--- config.mk ---
export PLATFORM = sky130hd
export DESIGN_NAME = l2_arbiter
export DESIGN_NICKNAME = d
export VERILOG_FILES = /design/src/rtl/l2_arbiter.sv
export SDC_FILE = /design/constraint.sdc
export NUM_CORES = 1
export LEC_CHECK = 0
export BUFFER_PORTS_ARGS = -buffer_cell sky130_fd_sc_hd__buf_2
export CORE_AREA = 5 5 532 534
export CTS_CLUSTER_DIAMETER = 100
export DETAILED_ROUTE_END_ITERATION = 8
export DIE_AREA = 0 0 537 539
export PLACE_DENSITY = 0.3
export SLEW_MARGIN = 20
export SYNTH_ARGS = -nofsm -noshare
export SYNTH_HDL_FRONTEND = slang
export SYNTH_SLANG_ARGS = --single-unit
--- constraint.sdc ---
create_clock -name clk -period 4.55 [get_ports clk]
set_clock_uncertainty 0.05 [all_clocks]
set_input_delay 0.2275 -clock clk [delete_from_list [all_inputs] [get_ports clk]]
set_output_delay 0.2275 -clock clk [all_outputs]
set_load 0.05 [all_outputs]
--- src/rtl/l2_arbiter.sv ---
// Arbitrates the single L2 port between the I-side prefetcher and the D-cache.
// One transaction in flight, alternating priority on ties, saturating per-side grant counters.
module l2_arbiter #(
    parameter int LINE_W = 256,
    parameter int ADDR_W = 16,
    parameter int CNT_W  = 16
) (
    input  logic              clk,
    input  logic              reset,

    input  logic              i_read,
    input  logic [ADDR_W-1:0] i_address,
    output logic [LINE_W-1:0] i_rdata,
    output logic              i_resp,

    input  logic              d_read,
    input  logic              d_write,
    input  logic [ADDR_W-1:0] d_address,
    input  logic [LINE_W-1:0] d_wdata,
    output logic [LINE_W-1:0] d_rdata,
    output logic              d_resp,

    output logic              l2_read,
    output logic              l2_write,
    output logic [ADDR_W-1:0] l2_address,
    output logic [LINE_W-1:0] l2_wdata,
    input  logic [LINE_W-1:0] l2_rdata,
    input  logic              l2_resp,

    output logic [CNT_W-1:0]  i_grant_cnt,
    output logic [CNT_W-1:0]  d_grant_cnt
);

    typedef enum logic [1:0] {
        IDLE,
        SERVE_I,
        SERVE_D,
        RELEASE
    } state_e;

    state_e            state_q,    state_d;
    logic              last_d_q,   last_d_d;   // 1 when the D-side was the most recent winner
    logic [ADDR_W-1:0] addr_q,     addr_d;
    logic [LINE_W-1:0] wdata_q,    wdata_d;
    logic              l2_read_q,  l2_read_d;
    logic              l2_write_q, l2_write_d;
    logic [CNT_W-1:0]  i_cnt_q,    i_cnt_d;
    logic [CNT_W-1:0]  d_cnt_q,    d_cnt_d;

    logic i_req;
    logic d_req;

    assign i_req = i_read;
    assign d_req = d_read | d_write;

    // Read data is a plain pass-through; only the resp pulse qualifies it.
    assign i_rdata = l2_rdata;
    assign d_rdata = l2_rdata;

    // An L2 completion is only meaningful while a side is being served.
    assign i_resp = !reset && (state_q == SERVE_I) && l2_resp;
    assign d_resp = !reset && (state_q == SERVE_D) && l2_resp;

    assign l2_read     = l2_read_q;
    assign l2_write    = l2_write_q;
    assign l2_address  = addr_q;
    assign l2_wdata    = wdata_q;
    assign i_grant_cnt = i_cnt_q;
    assign d_grant_cnt = d_cnt_q;

    // NOTE: every _d starts from its _q so no path through the case leaves a signal unassigned (no latch).
    always_comb begin
        state_d    = state_q;
        last_d_d   = last_d_q;
        addr_d     = addr_q;
        wdata_d    = wdata_q;
        l2_read_d  = l2_read_q;
        l2_write_d = l2_write_q;
        i_cnt_d    = i_cnt_q;
        d_cnt_d    = d_cnt_q;

        case (state_q)
            IDLE: begin
                l2_read_d  = 1'b0;
                l2_write_d = 1'b0;
                if (i_req && (!d_req || last_d_q)) begin
                    state_d   = SERVE_I;
                    addr_d    = i_address;
                    l2_read_d = 1'b1;
                end else if (d_req) begin
                    // A simultaneous read and write from the D-side is a writeback.
                    state_d    = SERVE_D;
                    addr_d     = d_address;
                    wdata_d    = d_wdata;
                    l2_write_d = d_write;
                    l2_read_d  = !d_write;
                end
            end

            SERVE_I: begin
                if (l2_resp) begin
                    state_d    = RELEASE;
                    l2_read_d  = 1'b0;
                    l2_write_d = 1'b0;
                    last_d_d   = 1'b0;
                    i_cnt_d    = (&i_cnt_q) ? i_cnt_q : i_cnt_q + CNT_W'(1);
                end
            end

            SERVE_D: begin
                if (l2_resp) begin
                    state_d    = RELEASE;
                    l2_read_d  = 1'b0;
                    l2_write_d = 1'b0;
                    last_d_d   = 1'b1;
                    d_cnt_d    = (&d_cnt_q) ? d_cnt_q : d_cnt_q + CNT_W'(1);
                end
            end

            RELEASE: begin
                // Requests are deliberately not sampled here so a client that just got
                // its resp has one cycle to drop its request before arbitration resumes.
                state_d    = IDLE;
                l2_read_d  = 1'b0;
                l2_write_d = 1'b0;
            end

            default: begin
                state_d    = IDLE;
                l2_read_d  = 1'b0;
                l2_write_d = 1'b0;
            end
        endcase
    end

    // NOTE: state updates use non-blocking assignments so every flop samples the pre-edge values.
    always_ff @(posedge clk) begin
        if (reset) begin
            state_q    <= IDLE;
            last_d_q   <= 1'b1;
            addr_q     <= '0;
            wdata_q    <= '0;
            l2_read_q  <= 1'b0;
            l2_write_q <= 1'b0;
            i_cnt_q    <= '0;
            d_cnt_q    <= '0;
        end else begin
            state_q    <= state_d;
            last_d_q   <= last_d_d;
            addr_q     <= addr_d;
            wdata_q    <= wdata_d;
            l2_read_q  <= l2_read_d;
            l2_write_q <= l2_write_d;
            i_cnt_q    <= i_cnt_d;
            d_cnt_q    <= d_cnt_d;
        end
    end

endmodule

==> impl_metrics.env <==
export IMPL_drive_gt1_frac=0.3089
export IMPL_grt_use_met1=0.08199
export IMPL_insertion_delay_ns=0.69
export IMPL_powerDensity_mw_per_mm2=521.9
export IMPL_status="finished, final reports clean"
export IMPL_setup_slack_ns=1.649
export IMPL_clock_sinks=309
export IMPL_core_area_sq_mm=0.2779
export IMPL_layoutNonFillerInstCount=6075
export IMPL_cp_start_kind="flop"
export IMPL_netlist_instances=1945
export IMPL_drtIter0Drc=809
export IMPL_finalInstanceArea_sq_mm=0.02364
export IMPL_synth_cell_types=46
export IMPL_cts_hold_buf=298
export IMPL_ys_async_sr_fraction=0
export IMPL_wl_per_cell_um=23.29
export IMPL_hpwl_mm=119.9
export IMPL_dp_slack_ns=1.907
export IMPL_ys_flop_type="dfxtp_1"
export IMPL_ys_top_cells_by_count="nand2_1 (562), buf_4 (512), dfxtp_1 (309)"
export IMPL_cts_setup_buffers=0
export IMPL_nNetsFinal=2851
export IMPL_fmaxAchievable_ghz=0.3447
export IMPL_start_util=0.05449
export IMPL_syn_area_per_cell_sq_um=7.786
export IMPL_ant_nets=0
export IMPL_synth_most_common_cell="nand2_1"
export IMPL_fin_crit_sh=0.6375
export IMPL_synthTopCellsByArea="dfxtp_1 (41%), buf_4 (25%), nand2_1 (14%)"
export IMPL_leakage_nw=8.844
export IMPL_synth_area_sq_mm=0.01514
export IMPL_vias_per_cell=2.395
export IMPL_clk_path_buf_depth=3
export IMPL_relSlewSlack=0.1881
export IMPL_dr_pass1_iters=5
export IMPL_yosysSeqAreaShare=0.4085
export IMPL_grt_pass1_wl_mm=174.3
export IMPL_die_area_sq_mm=0.2894
export IMPL_finalCriticalPeriod_ns=2.901
export IMPL_ios=1370
export IMPL_port_buffers=601
export IMPL_cts_tree="yes"
export IMPL_path_clk_slew_ns=0.06
export IMPL_cp_arrival_ns=3.49
export IMPL_met2_usage=0.1305
export IMPL_synth_seq_cells=309
export IMPL_grt_overflow_total=0
export IMPL_rsz0062_at_grt="no"
export IMPL_met3_usage=0.09480
export IMPL_grt_busiest_layer="met2"
export IMPL_wl_mm=141.5
export IMPL_setup_worst_path_class="reg2reg"
export IMPL_synth_top_area_share=0.4085
export IMPL_synth_top_area_cell="dfxtp_1"
export IMPL_gp_congestion=0.7800
export IMPL_hp_class="in2reg"
export IMPL_die_y_um=539
export IMPL_grt_pass1_vias=15020
export IMPL_max_vdd_ir_drop_uv=285.5
export IMPL_dp_cells=5669
export IMPL_crit_fanout=17
export IMPL_vias=14550
export IMPL_worstSetupEndpointType="flop"
export IMPL_ctsHtreeMaxLevel=2
export IMPL_maxCapViolCount=0
export IMPL_die_x_um=537
export IMPL_area_delta_synth_final_pct=56.08
export IMPL_grt_max_degree=127
export IMPL_worst_pin_slew_ns=1.218
export IMPL_yosysWarningCount=0
export IMPL_fin_setup_tns_ns=0
export IMPL_clockRootBuffer="clkbuf_16"
export IMPL_cts_resized=0
export IMPL_synth_edf_count=0
export IMPL_hold_viol=0
export IMPL_track_usage=0.09333
export IMPL_required_ns=5.14
export IMPL_post_route_util=0.08504
export IMPL_cts_inserted_buffers=51
export IMPL_drc=0
export IMPL_antenna_found_initial=59
export IMPL_synth_nets=2500
export IMPL_slew_violations=0
export IMPL_row_count=194
export IMPL_placed_area_sq_mm=0.01881
export IMPL_finalSetupViolCount=0
==> worst max-delay path, stage by stage (launching register included) <==
cell	delay, ns
dfxtp_1	0.32
inv_1	0.09
ha_1	0.32
nor2b_4	0.74
buf_4	0.37
nor2_1	0.06
a311oi_1	0.26
dlygate4sd3_1	0.59
==> path summary, 6_finish.rpt <==
path / from / end / slack (ns) / cells after the start
setup / recovery: state_q[0] / l2_address[6] / 1.65 / 7
hold / removal: d_wdata[115] / l2_wdata[115] / 0.24 / 4
setup reg to reg: state_q[0] / l2_address[6] / 1.65 / 7
hold reg to reg: l2_wdata[176] / l2_wdata[176] / 0.40 / 2
==> cell type report <==
class	count	area, sq um
antenna	17	42.54
clock buffer	71	1441
clock inverter	20	352.8
fill	32680	254300
inverter	5	18.77
multi-input combinational	1014	4726
sequential	309	6186
tap	3724	4659
timing repair buffer	915	6208
==> flip-flops by register name, indices dropped and copies added (netlist names) <==
| signal | count |
|---|---|
| last_d_q | 1 |
| state_q | 2 |
| i_grant_cnt | 16 |
| l2_address | 16 |
| l2_read | 1 |
| l2_write | 1 |
| d_grant_cnt | 16 |
| l2_wdata | 256 |
==> per-stage QoR <==
step | total power [mW] | hold WS, ns
2_1_floorplan | 7.256 | 0.3135
3_3_place_gp | 7.948 | 0.3904
3_5_place_dp | 7.955 | 0.3937
4_1_cts | 12.80 | 0.1190
5_1_grt | 13.11 | 0.1854
6_report | 12.34 | 0.2441
==> cells in the final DEF, fill, tap and decap left out, types with 3 or more instances in the layout <==
cell / Yosys / routed
o31ai_1: 10 / 10
nor4_1: 6 / 4
a311oi_1: 16 / 16
clkbuf_8: 0 / 9
buf_4: 512 / 9
nand2_1: 562 / 561
inv_6: 0 / 4
nor3_1: 6 / 6
dlygate4sd3_1: 0 / 298
clkbuf_1: 97 / 11
or3_1: 6 / 6
bufinv_16: 0 / 6
dfxtp_1: 309 / 309
clkinv_2: 0 / 3
diode_2: 0 / 17
buf_2: 2 / 600
clkbuf_16: 0 / 51
buf_12: 0 / 7
nand4_1: 15 / 15
nand3_1: 8 / 8
o41ai_1: 7 / 7
o311ai_0: 4 / 4
mux2i_1: 3 / 3
nor2b_1: 5 / 4
nor2_1: 27 / 27
clkinv_16: 0 / 3
or4b_2: 3 / 3
ha_1: 5 / 5
inv_1: 5 / 5
a21oi_1: 283 / 282
a31oi_1: 3 / 3
o21ai_0: 11 / 11
or4_1: 9 / 9
==> where the power goes <==
group / switching, mW / total (mW) / internal [mW]
Clock: 1.72 / 4.28 / 2.56
Sequential: 0.244 / 3.39 / 3.15
Combinational: 3.57 / 4.66 / 1.09
==> per-layer routing <==
metal / wire (um) / vias to the layer above / share of wire
met4: 10750 / 14 / 0.076
met1: 43100 / 6505 / 0.30
met2: 55190 / 981 / 0.39
met3: 32370 / 505 / 0.23
met5: 83 / - / 0.00059
li1: - / 6543 / -
==> cells by family (layout without fill, tap and decap cells) <==
group	count (synthesis)	after routing	synth area share
AND/OR/NAND/NOR	665	665	0.1801
buffers and inverters	622	1011	0.2822
AO/OA/AOI/OAI	339	339	0.1215
flip-flops	309	309	0.4085
adder cells (fa/ha/maj)	5	5	0.004131
multiplexers	5	5	0.003470
other	0	17	0
(Power assumes the default switching activity.)
